===== src/rtl/multicycle_control_fsm_pkg.sv =====
// Shared encodings for the multicycle MIPS controller: opcodes, datapath mux codes,
// controller states and the decoded opcode class.
package mips_ctrl_pkg;

  localparam logic [5:0] OP_RTYPE = 6'b000000;
  localparam logic [5:0] OP_LW    = 6'b100011;
  localparam logic [5:0] OP_SW    = 6'b101011;
  localparam logic [5:0] OP_BEQ   = 6'b000100;
  localparam logic [5:0] OP_ADDI  = 6'b001000;
  localparam logic [5:0] OP_ANDI  = 6'b001100;
  localparam logic [5:0] OP_ORI   = 6'b001101;
  localparam logic [5:0] OP_J     = 6'b000010;

  localparam logic [2:0] ALU_ADD   = 3'b000;
  localparam logic [2:0] ALU_SUB   = 3'b001;
  localparam logic [2:0] ALU_FUNCT = 3'b010;
  localparam logic [2:0] ALU_AND   = 3'b011;
  localparam logic [2:0] ALU_OR    = 3'b100;

  localparam logic [1:0] PCSRC_ALU    = 2'b00;
  localparam logic [1:0] PCSRC_ALUOUT = 2'b01;
  localparam logic [1:0] PCSRC_JUMP   = 2'b10;

  localparam logic [1:0] SRCB_REG     = 2'b00;
  localparam logic [1:0] SRCB_FOUR    = 2'b01;
  localparam logic [1:0] SRCB_IMM     = 2'b10;
  localparam logic [1:0] SRCB_IMM_SH2 = 2'b11;

  typedef enum logic [3:0] {
    ST_IDLE   = 4'd0,
    ST_FETCH  = 4'd1,
    ST_DECODE = 4'd2,
    ST_EXEC_R = 4'd3,
    ST_WB_R   = 4'd4,
    ST_EXEC_I = 4'd5,
    ST_WB_I   = 4'd6,
    ST_MEMADR = 4'd7,
    ST_MEMRD  = 4'd8,
    ST_MEMWB  = 4'd9,
    ST_MEMWR  = 4'd10,
    ST_BRANCH = 4'd11,
    ST_JUMP   = 4'd12,
    ST_TRAP   = 4'd13
  } state_t;

  typedef struct packed {
    logic       is_r;
    logic       is_mem;
    logic       is_lw;
    logic       is_beq;
    logic       is_imm;
    logic [2:0] imm_aluop;
    logic       is_j;
    logic       illegal;
  } op_class_t;

endpackage


===== src/rtl/multicycle_control_fsm_if.sv =====
// Controller <-> datapath/memory bundle: opcode, ALU zero, memory handshake and all control strobes.
interface multicycle_control_fsm_if;
  logic [5:0] op;
  logic       zero;
  logic       mem_ready;
  logic       mem_req;
  logic       MemRead;
  logic       MemToWrite;
  logic       IorD;
  logic       IRWrite;
  logic       PCWrite;
  logic [1:0] PCSrc;
  logic       RegDst;
  logic       RegWrite;
  logic       MemToReg;
  logic       AluSrcA;
  logic [1:0] AluSrcB;
  logic [2:0] AluOp;

  modport master (
    input  op, zero, mem_ready,
    output mem_req, MemRead, MemToWrite, IorD, IRWrite, PCWrite, PCSrc,
           RegDst, RegWrite, MemToReg, AluSrcA, AluSrcB, AluOp
  );

  modport slave (
    output op, zero, mem_ready,
    input  mem_req, MemRead, MemToWrite, IorD, IRWrite, PCWrite, PCSrc,
           RegDst, RegWrite, MemToReg, AluSrcA, AluSrcB, AluOp
  );
endinterface


===== src/rtl/multicycle_control_fsm_op_class_decoder.sv =====
// Combinational opcode classifier; the immediate ALU operation is resolved here so the
// controller only has to latch three bits at DECODE.
module op_class_decoder
  import mips_ctrl_pkg::*;
(
  input  logic [5:0] op,
  output op_class_t  cls
);
  always_comb begin
    cls = '0;
    case (op)
      OP_RTYPE: cls.is_r = 1'b1;
      OP_LW: begin
        cls.is_mem = 1'b1;
        cls.is_lw  = 1'b1;
      end
      OP_SW:  cls.is_mem = 1'b1;
      OP_BEQ: cls.is_beq = 1'b1;
      OP_ADDI: begin
        cls.is_imm    = 1'b1;
        cls.imm_aluop = ALU_ADD;
      end
      OP_ANDI: begin
        cls.is_imm    = 1'b1;
        cls.imm_aluop = ALU_AND;
      end
      OP_ORI: begin
        cls.is_imm    = 1'b1;
        cls.imm_aluop = ALU_OR;
      end
      OP_J:    cls.is_j    = 1'b1;
      default: cls.illegal = 1'b1;
    endcase
  end
endmodule


===== src/rtl/multicycle_control_fsm.sv =====
// Multicycle MIPS sequencing controller: Moore decode of the state register, with PC/IR
// writes qualified by the memory handshake in FETCH and by the zero flag in BRANCH.
module multicycle_control_fsm
  import mips_ctrl_pkg::*;
#(
  parameter int STATE_W = 4,
  parameter bit TRAP_EN = 1'b1
) (
  input  logic                      clk,
  input  logic                      rst_n,
  multicycle_control_fsm_if.master  ctrl,
  output logic                      illegal_op,
  output logic [STATE_W-1:0]        state_o
);
  state_t    state_reg, state_next;
  logic [2:0] imm_aluop_reg, imm_aluop_next;
  logic      lw_reg, lw_next;
  op_class_t cls;

  op_class_decoder u_dec (
    .op  (ctrl.op),
    .cls (cls)
  );

  always_ff @(posedge clk or negedge rst_n) begin
    if (!rst_n) begin
      state_reg     <= ST_IDLE;
      imm_aluop_reg <= ALU_ADD;
      lw_reg        <= 1'b0;
    end else begin
      state_reg     <= state_next;
      imm_aluop_reg <= imm_aluop_next;
      lw_reg        <= lw_next;
    end
  end

  // The opcode is only looked at in DECODE; later stages use the latched class bits.
  always_comb begin
    state_next     = state_reg;
    imm_aluop_next = imm_aluop_reg;
    lw_next        = lw_reg;
    case (state_reg)
      ST_IDLE:   state_next = ST_FETCH;
      ST_FETCH:  if (ctrl.mem_ready) state_next = ST_DECODE;
      ST_DECODE: begin
        imm_aluop_next = cls.imm_aluop;
        lw_next        = cls.is_lw;
        if (cls.is_r)                   state_next = ST_EXEC_R;
        else if (cls.is_mem)            state_next = ST_MEMADR;
        else if (cls.is_beq)            state_next = ST_BRANCH;
        else if (cls.is_imm)            state_next = ST_EXEC_I;
        else if (cls.is_j)              state_next = ST_JUMP;
        else if (cls.illegal && TRAP_EN) state_next = ST_TRAP;
        else                            state_next = ST_FETCH;
      end
      ST_EXEC_R: state_next = ST_WB_R;
      ST_WB_R:   state_next = ST_FETCH;
      ST_EXEC_I: state_next = ST_WB_I;
      ST_WB_I:   state_next = ST_FETCH;
      ST_MEMADR: state_next = lw_reg ? ST_MEMRD : ST_MEMWR;
      ST_MEMRD:  if (ctrl.mem_ready) state_next = ST_MEMWB;
      ST_MEMWB:  state_next = ST_FETCH;
      ST_MEMWR:  if (ctrl.mem_ready) state_next = ST_FETCH;
      ST_BRANCH: state_next = ST_FETCH;
      ST_JUMP:   state_next = ST_FETCH;
      ST_TRAP:   state_next = ST_TRAP;
      default:   state_next = ST_IDLE;
    endcase
  end

  always_comb begin
    ctrl.mem_req    = 1'b0;
    ctrl.MemRead    = 1'b0;
    ctrl.MemToWrite = 1'b0;
    ctrl.IorD       = 1'b0;
    ctrl.IRWrite    = 1'b0;
    ctrl.PCWrite    = 1'b0;
    ctrl.PCSrc      = PCSRC_ALU;
    ctrl.RegDst     = 1'b0;
    ctrl.RegWrite   = 1'b0;
    ctrl.MemToReg   = 1'b0;
    ctrl.AluSrcA    = 1'b0;
    ctrl.AluSrcB    = SRCB_REG;
    ctrl.AluOp      = ALU_ADD;
    case (state_reg)
      ST_FETCH: begin
        ctrl.mem_req = 1'b1;
        ctrl.MemRead = 1'b1;
        ctrl.AluSrcB = SRCB_FOUR;
        ctrl.IRWrite = ctrl.mem_ready;
        ctrl.PCWrite = ctrl.mem_ready;
      end
      ST_DECODE: ctrl.AluSrcB = SRCB_IMM_SH2;
      ST_EXEC_R: begin
        ctrl.AluSrcA = 1'b1;
        ctrl.AluOp   = ALU_FUNCT;
      end
      ST_WB_R: begin
        ctrl.RegDst   = 1'b1;
        ctrl.RegWrite = 1'b1;
      end
      ST_EXEC_I: begin
        ctrl.AluSrcA = 1'b1;
        ctrl.AluSrcB = SRCB_IMM;
        ctrl.AluOp   = imm_aluop_reg;
      end
      ST_WB_I: ctrl.RegWrite = 1'b1;
      ST_MEMADR: begin
        ctrl.AluSrcA = 1'b1;
        ctrl.AluSrcB = SRCB_IMM;
      end
      ST_MEMRD: begin
        ctrl.mem_req = 1'b1;
        ctrl.MemRead = 1'b1;
        ctrl.IorD    = 1'b1;
      end
      ST_MEMWB: begin
        ctrl.RegWrite = 1'b1;
        ctrl.MemToReg = 1'b1;
      end
      ST_MEMWR: begin
        ctrl.mem_req    = 1'b1;
        ctrl.MemToWrite = 1'b1;
        ctrl.IorD       = 1'b1;
      end
      ST_BRANCH: begin
        ctrl.AluSrcA = 1'b1;
        ctrl.AluOp   = ALU_SUB;
        ctrl.PCSrc   = PCSRC_ALUOUT;
        ctrl.PCWrite = ctrl.zero;
      end
      ST_JUMP: begin
        ctrl.PCSrc   = PCSRC_JUMP;
        ctrl.PCWrite = 1'b1;
      end
      default: ;
    endcase
  end

  assign illegal_op = (state_reg == ST_TRAP);
  assign state_o    = STATE_W'(state_reg);

endmodule


===== src/flat_wrapper.sv =====
// flat-port wrapper written by rule: the top's interface ports become plain ports
module multicycle_control_fsm_flat import mips_ctrl_pkg::*;
#(
  parameter int STATE_W = 4,
  parameter bit TRAP_EN = 1'b1
)
  (clk, rst_n, illegal_op, state_o, ctrl_op, ctrl_zero, ctrl_mem_ready, ctrl_mem_req, ctrl_MemRead, ctrl_MemToWrite, ctrl_IorD, ctrl_IRWrite, ctrl_PCWrite, ctrl_PCSrc, ctrl_RegDst, ctrl_RegWrite, ctrl_MemToReg, ctrl_AluSrcA, ctrl_AluSrcB, ctrl_AluOp);
  multicycle_control_fsm_if ctrl_i ();
  input  logic clk;
  input  logic rst_n;
  output logic illegal_op;
  output logic [STATE_W-1:0] state_o;
  input wire logic [$bits(ctrl_i.op)-1:0] ctrl_op;
  input wire logic [$bits(ctrl_i.zero)-1:0] ctrl_zero;
  input wire logic [$bits(ctrl_i.mem_ready)-1:0] ctrl_mem_ready;
  output wire logic [$bits(ctrl_i.mem_req)-1:0] ctrl_mem_req;
  output wire logic [$bits(ctrl_i.MemRead)-1:0] ctrl_MemRead;
  output wire logic [$bits(ctrl_i.MemToWrite)-1:0] ctrl_MemToWrite;
  output wire logic [$bits(ctrl_i.IorD)-1:0] ctrl_IorD;
  output wire logic [$bits(ctrl_i.IRWrite)-1:0] ctrl_IRWrite;
  output wire logic [$bits(ctrl_i.PCWrite)-1:0] ctrl_PCWrite;
  output wire logic [$bits(ctrl_i.PCSrc)-1:0] ctrl_PCSrc;
  output wire logic [$bits(ctrl_i.RegDst)-1:0] ctrl_RegDst;
  output wire logic [$bits(ctrl_i.RegWrite)-1:0] ctrl_RegWrite;
  output wire logic [$bits(ctrl_i.MemToReg)-1:0] ctrl_MemToReg;
  output wire logic [$bits(ctrl_i.AluSrcA)-1:0] ctrl_AluSrcA;
  output wire logic [$bits(ctrl_i.AluSrcB)-1:0] ctrl_AluSrcB;
  output wire logic [$bits(ctrl_i.AluOp)-1:0] ctrl_AluOp;
  assign ctrl_i.op = ctrl_op;
  assign ctrl_i.zero = ctrl_zero;
  assign ctrl_i.mem_ready = ctrl_mem_ready;
  assign ctrl_mem_req = ctrl_i.mem_req;
  assign ctrl_MemRead = ctrl_i.MemRead;
  assign ctrl_MemToWrite = ctrl_i.MemToWrite;
  assign ctrl_IorD = ctrl_i.IorD;
  assign ctrl_IRWrite = ctrl_i.IRWrite;
  assign ctrl_PCWrite = ctrl_i.PCWrite;
  assign ctrl_PCSrc = ctrl_i.PCSrc;
  assign ctrl_RegDst = ctrl_i.RegDst;
  assign ctrl_RegWrite = ctrl_i.RegWrite;
  assign ctrl_MemToReg = ctrl_i.MemToReg;
  assign ctrl_AluSrcA = ctrl_i.AluSrcA;
  assign ctrl_AluSrcB = ctrl_i.AluSrcB;
  assign ctrl_AluOp = ctrl_i.AluOp;
  multicycle_control_fsm #(.STATE_W(STATE_W), .TRAP_EN(TRAP_EN)) u_core (.clk(clk), .rst_n(rst_n), .ctrl(ctrl_i), .illegal_op(illegal_op), .state_o(state_o));
endmodule

===== config.mk =====
export PLATFORM = sky130hd
export DESIGN_NAME = multicycle_control_fsm_flat
export DESIGN_NICKNAME = d
export VERILOG_FILES = /design/src/rtl/multicycle_control_fsm_pkg.sv /design/src/rtl/multicycle_control_fsm_if.sv /design/src/rtl/multicycle_control_fsm_op_class_decoder.sv /design/src/rtl/multicycle_control_fsm.sv /design/src/flat_wrapper.sv
export SDC_FILE = /design/constraint.sdc
export NUM_CORES = 1
export LEC_CHECK = 0
export CAP_MARGIN = 20
export CORE_UTILIZATION = 40
export DETAILED_ROUTE_END_ITERATION = 10
export HOLD_SLACK_MARGIN = 0.02
export MAX_ROUTING_LAYER = met4
export PLACE_DENSITY = 0.78
export SLEW_MARGIN = 30
export SYNTH_ARGS = -nofsm -noshare
export SYNTH_HDL_FRONTEND = slang
export SYNTH_SLANG_ARGS = --single-unit

===== constraint.sdc =====
create_clock -name clk -period 1.6 [get_ports clk]
set_input_delay 0.4 -clock clk [delete_from_list [all_inputs] [get_ports clk]]
set_output_delay 0.4 -clock clk [all_outputs]
set_load 0.1 [all_outputs]

==> impl_results.md, run 1 <==
* Synth area leaders: dfrtp_1 (25%), nand2b_1 (8.0%), nor3_1 (5.7%)
* Final RePlAce weighted congestion at 0.922
* Cell area after synthesis at ~700 µm²
* Last step reached: 3_5_place_dp
* Synth Instances at between 90 and 100
* Register area share after synthesis at about a quarter
* Top cell type's share of synthesized area at between 20% and 30%
* Seq cells post-synth at 7
* PortBufs at 31
* Starting Density at between 40% and 50%
* Synth Net Count at 103
* Err: [ERROR DPL-0038] Utilization greater than 100%, impossible to legalize
* Number of flops mapped to enable cells by yosys at 0
* Cell row count at 14
* Syn_area_per_cell at between 7 and 8 µm²
* Status: did not finish
* Synth warn at 0
* Primary FF master, synth: dfrtp_1
* Synth area leader: dfrtp_1
* Post-synth ARST share at 100%
* Die Y at 43.9 µm
* Synth cell types at 37
* Die Width at approximately 44 µm
* I/O Pins at 32
## per-stage QoR
stage / setup TNS, ns / hold WS (ns)
2_1_floorplan: -10.72 / 0.104
3_3_place_gp: -2.52 / 0.460
## Yosys cell counts (3+ instances only)
master,count
a21oi_1,3
clkbuf_1,5
dfrtp_1,7
inv_1,4
nand2_1,9
nand2b_1,9
nor2_1,10
nor3_1,8
o21a_1,3
## logic make-up after synthesis
kind of cell,synth area share [%]
flops,25.0
simple gates,35.5
xor+xnor,1.25
buf+inv,6.25
mux,3.04
compound gates,28.9
==> inputs of run 2 (changes only) <==
--- a/config.mk
+++ b/config.mk
@@ -6,11 +6,10 @@
 export NUM_CORES = 1
 export LEC_CHECK = 0
 export CAP_MARGIN = 20
-export CORE_UTILIZATION = 40
+export CORE_AREA = 2 2 63 65
 export DETAILED_ROUTE_END_ITERATION = 10
-export HOLD_SLACK_MARGIN = 0.02
-export MAX_ROUTING_LAYER = met4
-export PLACE_DENSITY = 0.78
+export DIE_AREA = 0 0 65 67
+export PLACE_DENSITY_LB_ADDON = 0.15
 export SLEW_MARGIN = 30
 export SYNTH_ARGS = -nofsm -noshare
 export SYNTH_HDL_FRONTEND = slang
==> impl_results.md, run 2 <==
* CP arrival at approximately 1.5 ns
* Synth warn at 0 (unchanged)
* Failing checks: setup timing
* Die area at ~4400 µm²
* Clock sink total at 7
* Final nets at 180
* CP required at between 1 and 1.5 ns
* Crit path kind: flip-flop to output port
* I/O Pins at 32 (unchanged)
* Routed Antenna Nets at 0
* Die Width at 65 µm (+48%)
* Area Growth Syn to Fin at 202%
* Max reg flops at 4
* Most frequent cells in the layout: buf_4 (29), buf_12 (28), buf_6 (10)
* Cell area after synthesis at 701 µm² (unchanged)
* Setup slack after layout at -0.330 ns
* Worst-path fanout max at 3
* Share of cells above drive strength 1 at 71.6%
* CTS clk-pin slew, worst paths at 0.04 ns
* Seq cells post-synth at 7 (unchanged)
* DR iter-0 viols at 14
* DP Worst Slack at -0.447 ns
* Layout fillers at between 300 and 400
* PortBufs at 31 (unchanged)
* Setup Skew at 0.00114 ns
* Die Y at 67 µm (+53%)
* Syn_area_per_cell at 7.53 µm² (unchanged)
* Synth top cells by count: nor2_1 (10), nand2_1 (9), nand2b_1 (9), nor3_1 (8), dfrtp_1 (7)
* Final hold viol count at 0
* Tcrit/Tclk final at 121%
* Core area at 3610 µm²
* Deepest clock path buffer count at 2
* Register area share after synthesis at 25.0% (unchanged)
* CP Capture Type: output port
* Cts bufs inserted at 3
* Global route overflow at 0
* H-Tree Level Count at 1
* RSZ-0062 raised after global routing: yes
* Commonest non-fill, non-tap cell in the layout: buf_4
* Number of flops mapped to enable cells by yosys at 0 (unchanged)
* Final setup viols at 23
* Initial antenna violation count at 0
* Synth area leader: dfrtp_1
* DR vias at roughly 1,000
* Worst setup SP type: flip-flop
* Synth Net Count at 103 (unchanged)
* Final RePlAce weighted congestion at 0.838 (-9.1%)
* Max-slew violation count at 0
* First-pass GRT wire length at 5120 µm
* Worst Setup SP: u_core.state_o[3]
* Max Fclk at 518 MHz
* Top-count cell post-synth: nor2_1
* Pin count of the biggest net entering global routing at 11
* CTS tree: done
* Worst Max-Slew Pin Slew at ~0.32 ns
* Max_slew headroom at 78.1%
* Starting Density at 19.4% (-25 points)
* Vias per cell at 4.59
* Detailed Place HPWL at 2280 µm
* Total wire length at around 3000 µm
* DRT Pass-1 Iters at 3
* R2R Path Start: u_core.state_o[3]
* Worst-Skew Late Latency at ~0.23 ns
* WL/cell at 13.8 µm
* Synth area leaders: dfrtp_1 (25%), nand2b_1 (8.0%), nor3_1 (5.7%)
* Gr usage total at 15.5%
* DRC viols at 0
* Synth Instances at 93 (unchanged)
* CTS root buf: clkbuf_8
* MaxCap Viol Count at 0
* HP Class: input port to asynchronous set/reset pin
* Top cell type's share of synthesized area at 25.0% (unchanged)
* Ant diodes at 0
* Vias in the first global route at 1,015
* Minimum clock period after layout at 1.93 ns
* Status: finished with violations
* Cell row count at 22 (+8)
* Post-synth ARST share at 100% (unchanged)
* Primary FF master, synth: dfrtp_1
* Synth cell types at 37 (unchanged)
-- run 2: path summary, 6_finish.rpt --
check | endpoint | slack (ns) | depth (start not counted)
worst max-delay path | ctrl_PCWrite | -0.33 | 4
worst min-delay path | u_core.state_o[1] | 0.42 | 1
worst max register to register | u_core.state_o[3] | -0.12 | 5
worst min register to register | u_core.imm_aluop_reg[2] | 0.49 | 2
max in group asynchronous | u_core.state_o[2] | 0.92 | 1
min in group clk | u_core.imm_aluop_reg[2] | 0.49 | 2
-- run 2: repair_timing --
action | CTS | global route
resized for setup | 43 | 14
endpoints found under the setup margin | 24 | 25
hold buffers | 0 | 0
buffers inserted | 11 | 4
pin swaps | 18 | 7
-- run 2: layout make-up --
type / count / area [µm²] / area share (%)
Tap cell: 48 / 60.1 / 2.84
Sequential cell: 7 / 190 / 9.00
Multi-Input combinational cell: 75 / 785 / 37.1
Inverter: 4 / 15.0 / 0.710
Timing Repair Buffer: 79 / 1020 / 48.2
Clock buffer: 4 / 45.0 / 2.13
-- run 2: routing by layer --
layer / vias to the layer above / share of wire, % / global-route usage [%]
met1: 482 / 39 / 18.7
met4: 0 / 0.77 / 5.59
met5: - / 0 / 0
li1: 496 / - / -
met3: 2 / 2.3 / 1.35
met2: 15 / 58 / 28.4
-- run 2: cells by family after synthesis --
| group | share of synthesized area, % |
|---|---|
| buffers and inverters | 6.25 |
| AND/OR/NAND/NOR | 35.5 |
| multiplexers | 3.04 |
| flip-flops | 25.0 |
| AO/OA/AOI/OAI | 28.9 |
| XOR/XNOR | 1.25 |
-- run 2: per-stage QoR --
stage,hold WS [ns],util (%),area [µm²],instances,setup TNS [ns]
5_1_grt,0.447,58.6,2110,217,-5.87
4_1_cts,0.433,56.5,2040,214,-4.99
3_5_place_dp,0.482,49.5,1780,200,-2.83
2_1_floorplan,0.104,-,1030,93,-10.72
3_3_place_gp,0.480,49.5,1780,200,-2.70
6_report,0.424,58.6,2110,217,-4.97
-- run 2: worst max-delay path, stage by stage (launching register included) --
cell	delay [ns]
dfrtp_4	0.48
nand2b_4	0.16
o32a_1	0.32
o2bb2ai_4	0.15
buf_12	0.19
Power of run 2 is left out: the tool's default activity adds up to more than one toggle a clock period on the data nets, which glitch-free logic cannot reach.
==> inputs of run 3 (changes only) <==
--- a/config.mk
+++ b/config.mk
@@ -9,7 +9,6 @@
 export CORE_AREA = 2 2 63 65
 export DETAILED_ROUTE_END_ITERATION = 10
 export DIE_AREA = 0 0 65 67
-export PLACE_DENSITY_LB_ADDON = 0.15
 export SLEW_MARGIN = 30
 export SYNTH_ARGS = -nofsm -noshare
 export SYNTH_HDL_FRONTEND = slang
==> impl_results.md, run 3 (synthesis results as in run 2) <==
* Die Y at 67 µm (unchanged)
* Minimum clock period after layout at 1.94 ns (+0.0129 ns)
* Share of cells above drive strength 1 at 74.0% (+2.4 points)
* DP Cell Count at 207 (+3.5%)
* Max reg flops at 4 (unchanged)
* I/O Pins at 32 (unchanged)
* Setup slack after layout at -0.343 ns (-0.0129 ns)
* Routed Antenna Nets at 0 (unchanged)
* Cts bufs inserted at 3 (unchanged)
* Starting Density at 19.4% (unchanged)
* WL/cell at 15.6 µm (+13%)
* First-pass GRT wire length at 5240 µm (+2.3%)
* Crit path kind: flip-flop to output port
* Vias in the first global route at 1,154 (+14%)
* CTS clk-pin slew, worst paths at 0.04 ns (about the same)
* Deepest clock path buffer count at 2 (unchanged)
* Setup Skew at 0.00172 ns (+0.000580 ns)
* RSZ-0062 raised after global routing: yes
* CTS tree: done
* Final hold viol count at 0 (unchanged)
* Final setup viols at 23 (unchanged)
* Clock sink total at 7 (unchanged)
* Ant diodes at 0 (unchanged)
* Tcrit/Tclk final at 121% (+0.80 points)
* Commonest non-fill, non-tap cell in the layout: buf_4
* Gr usage total at 16.0% (+0.55 points)
* Die area at 4360 µm² (unchanged)
* Pin count of the biggest net entering global routing at 10 (-1)
* CP Capture Type: output port
* Finished Layout Cells at 221 (+1.8%)
* DRT Pass-1 Iters at 4 (+1)
* DRC viols at 0 (unchanged)
* Area Growth Syn to Fin at 211%
* Die Width at 65 µm (unchanged)
* Max-slew violation count at 0 (unchanged)
* Max_slew headroom at 77.3% (-0.83 points)
* Total wire length at 3450 µm (+16%)
* Final RePlAce weighted congestion at 0.773 (-7.8%)
* Vias per cell at 4.80 (+4.7%)
* DR vias at 1,061 (+6.6%)
* PortBufs at 31 (unchanged)
* Worst-path fanout max at 4 (+1)
* Final nets at 184 (+2.2%)
* Worst Max-Slew Pin Slew at 0.340 ns (+0.0160 ns)
* Worst-Skew Late Latency at 0.23 ns (about the same)
* Failing checks: setup timing
* CP required at 1.20 ns (about the same)
* Core area at 3610 µm² (unchanged)
* Status: finished with violations
* Most frequent cells in the layout: buf_4 (33), buf_12 (22), buf_6 (16)
* CP arrival at 1.54 ns (about the same)
* Max Fclk at 515 MHz (-0.66%)
* Cell row count at 22 (unchanged)
* MaxCap Viol Count at 0 (unchanged)
* CTS root buf: clkbuf_8
* HP Class: input port to asynchronous set/reset pin
* Worst setup SP type: flip-flop
* Layout fillers at 287 (-5.9%)
* Global route overflow at 0 (unchanged)
* DR iter-0 viols at 32 (+18)
* Initial antenna violation count at 0 (unchanged)
* Detailed Place HPWL at 2380 µm (+4.4%)
* H-Tree Level Count at 1 (unchanged)
-- run 3: cell count changes in the layout (fill, tap and decap cells not counted), moves of 3 or more --
cell / delta
buf_12: -6
buf_6: +6
nor2_4: +3
buf_4: +4
-- run 3: routing by layer --
| layer | vias up | track usage, % | part of all wire [%] |
|---|---|---|---|
| met5 | - | 0 | 0 |
| li1 | 498 | - | - |
| met3 | 11 | 1.69 | 3.2 |
| met4 | 0 | 7.45 | 2.9 |
| met2 | 28 | 32.1 | 58 |
| met1 | 524 | 16.4 | 36 |
-- run 3: stage by stage --
stage / util, % / hold WS, ns / TNS, ns / instance area (µm²) / setup slack (ns)
CTS: 56.8 / 0.443 / -4.97 / 2050 / -0.377
floorplan: - / 0.104 / -10.72 / 1030 / -0.909
detailed placement: 50.2 / 0.468 / -2.84 / 1810 / -0.460
global route: 60.3 / 0.461 / -6.26 / 2180 / -0.383
global placement: 50.2 / 0.464 / -2.55 / 1810 / -0.432
finish: 60.3 / 0.442 / -5.34 / 2180 / -0.343
-- run 3: worst max-delay path, cell delays in order, from the launching register on --
cell and delay, ns:
dfrtp_4 0.48, buf_4 0.14, nand2b_4 0.17, buf_6 0.13, nor3_4 0.17, buf_12 0.21
-- run 3: final timing paths --
kind,startpoint,cells after the start,slack (ns),to
setup / recovery,u_core.state_o[3],5,-0.34,ctrl_AluOp[2]
hold / removal,rst_n,1,0.44,u_core.state_o[2]
setup reg to reg,u_core.state_o[2],5,-0.17,u_core.state_o[3]
hold reg to reg,u_core.lw_reg,2,0.54,u_core.lw_reg
max in group asynchronous,rst_n,1,0.88,u_core.state_o[3]
min in group clk,u_core.lw_reg,2,0.54,u_core.lw_reg
-- run 3: repair_timing --
item                                    CTS  global route
gates resized for setup                  36            26
hold buffers                              0             0
setup buffers                             7             5
endpoints found under the setup margin   25            25
pin swaps                                17            14
cloned                                    1             0
-- run 3: cell type report --
| cell class | instances | area [µm²] | area share (%) |
|---|---|---|---|
| timing repair buffer | 83 | 1010 | 46.6 |
| multi-input combinational | 75 | 848 | 39.0 |
| sequential | 7 | 190 | 8.74 |
| tap | 48 | 60.1 | 2.76 |
| clock buffer | 4 | 45.0 | 2.07 |
| inverter | 4 | 17.5 | 0.805 |
Power of run 3 is left out for the same reason.
==> inputs of run 4 (changes only) <==
--- a/config.mk
+++ b/config.mk
@@ -9,6 +9,7 @@
 export CORE_AREA = 2 2 63 65
 export DETAILED_ROUTE_END_ITERATION = 10
 export DIE_AREA = 0 0 65 67
+export DONT_BUFFER_PORTS = 1
 export SLEW_MARGIN = 30
 export SYNTH_ARGS = -nofsm -noshare
 export SYNTH_HDL_FRONTEND = slang
==> impl_results.md, run 4 (synthesis results as in run 2) <==
* PortBufs at 0 (-100%)
* Worst Max-Slew Pin Slew at 0.365 ns (+0.0247 ns)
* Starting Density at 19.4% (unchanged)
* Vias per cell at 4.93 (+2.7%)
* Final nets at 160 (-13%)
* WL/cell at 15.0 µm (-3.9%)
* R2R Path End: u_core.state_o[3]
* DR vias at 971 (-8.5%)
* Crit-path max cell delay at 0.50 ns (+0.02 ns)
* Tcrit/Tclk final at 121% (about the same)
* Global route overflow at 0 (unchanged)
* Worst-Skew Late Latency at 0.23 ns (about the same)
* Die area at 4360 µm² (unchanged)
* Min Hold Slack at 0.257 ns (-0.185 ns)
* Share of cells above drive strength 1 at 69.8% (-4.2 points)
* DR iter-0 viols at 12 (-63%)
* R2R setup slack at -0.05 ns (+0.12 ns)
* Pin count of the biggest net entering global routing at 14 (+4)
* Finished Layout Cells at 197 (-11%)
* Worst-path fanout max at 5 (+1)
* Core area at 3610 µm² (unchanged)
* R2R Path Start: u_core.state_o[2]
* CP Cell Sequence: nand2b_4, o32a_1, o2bb2ai_4, buf_12
* Cell row count at 22 (unchanged)
* Max-slew violation count at 0 (unchanged)
* HP Class: input port to flip-flop
* Setup slack after layout at -0.343 ns (-0.0000140 ns)
* Final setup viols at 19 (-17%)
* MaxCap Viol Count at 0 (unchanged)
* Gr usage total at 13.3% (-2.7 points)
* Die Y at 67 µm (unchanged)
* Max Fclk at 515 MHz (about the same)
* Failing checks: setup timing
* Worst Setup SP: u_core.state_o[3]
* Max_slew headroom at 75.3% (-1.9 points)
* Minimum clock period after layout at 1.94 ns (+0.0000140 ns)
* Commonest non-fill, non-tap cell in the layout: buf_12
* CP arrival at 1.54 ns (about the same)
* Die Width at 65 µm (unchanged)
* CTS clk-pin slew, worst paths at 0.04 ns (about the same)
* Worst setup SP type: flip-flop
* Setup TNS at -4.41 ns (+0.930 ns)
* Area Growth Syn to Fin at 168%
* Status: finished with violations
* R2r worst-path depth at 4 (-1)
* CTS root buf: clkbuf_8
* First-pass GRT wire length at 4400 µm (-16%)
* Final hold viol count at 0 (unchanged)
* Final RePlAce weighted congestion at 0.860 (+11%)
* Cts bufs inserted at 3 (unchanged)
* H-Tree Level Count at 1 (unchanged)
* Vias in the first global route at 965 (-16%)
* DRT Pass-1 Iters at 4 (unchanged)
* DRC viols at 0 (unchanged)
* CP Capture Type: output port
* CTS tree: done
* Most frequent cells in the layout: buf_12 (21), buf_4 (19), buf_6 (17)
* DP Cell Count at 183 (-12%)
* Initial antenna violation count at 0 (unchanged)
* Setup Skew at 0.000775 ns (-0.000949 ns)
* Max reg flops at 4 (unchanged)
* RSZ-0062 raised after global routing: yes
* Crit path kind: flip-flop to output port
* Worst setup endpoint: ctrl_PCWrite
* Total wire length at 2960 µm (-14%)
* I/O Pins at 32 (unchanged)
* Clock sink total at 7 (unchanged)
* CP required at 1.20 ns (about the same)
* Slowest cell on crit path: dfrtp_4
* Routed Antenna Nets at 0 (unchanged)
* Deepest clock path buffer count at 2 (unchanged)
* Ant diodes at 0 (unchanged)
* Detailed Place HPWL at 2150 µm (-10%)
[run 4: cell count changes in the layout (fill, tap and decap cells not counted), moves of 2 or more]
| cell | delta |
|---|---|
| buf_4 | -14 |
| dlygate4sd2_1 | -5 |
| nand2_1 | +3 |
| buf_8 | -2 |
| clkdlybuf4s50_1 | -2 |
| dlymetal6s2s_1 | -2 |
| nand2_2 | -2 |
[run 4: worst min path at each step]
stage	from	to	slack [ns]	depth (start not counted)
detailed placement	rst_n	u_core.lw_reg	0.10	0
finish	ctrl_op[3]	u_core.lw_reg	0.26	1
global placement	rst_n	u_core.lw_reg	0.10	0
floorplan	rst_n	u_core.imm_aluop_reg[1]	0.10	0
CTS	ctrl_op[3]	u_core.lw_reg	0.26	1
global route	ctrl_op[3]	u_core.lw_reg	0.25	1
[run 4: routing by layer]
metal  vias to the layer above  GRT usage, %  share of wire (%)
li1                        456             -                  -
met1                       474          15.4                 39
met2                        35          24.1                 55
met3                         6          2.36                4.4
met4                         0          5.59                1.9
met5                         -             0                  0
[run 4: critical path, delay by kind of cell, from the launching register on]
kind | cells | cell delay [ns]
compound gates | 2 | 0.46
buf+inv | 1 | 0.18
flops | 1 | 0.50
simple gates | 1 | 0.16
[run 4: what timing repair did]
item	CTS	global route
resized for setup	17	30
hold endpoints to repair	7	0
hold buffers	1	0
pin swaps	9	12
buffers inserted	3	5
cloned	0	1
endpoints found under the setup margin	23	25
[run 4: area by class of cell]
type                            instances  area, µm²
Fill cell                             316       1730
Multi-Input combinational cell         75        776
Inverter                                4       15.0
Clock buffer                            4       45.0
Sequential cell                         7        190
Timing Repair Buffer                   59        790
Tap cell                               48       60.1
[run 4: through the flow]
stage               worst slack, ns  util (%)  cell area, µm²
floorplan                    -0.909         -            1030
global placement            -0.0954      42.9            1550
detailed placement           -0.128      42.9            1550
CTS                          -0.326      46.8            1690
global route                 -0.381      52.0            1880
finish                       -0.343      52.0            1880
Power of run 4 is left out for the same reason.
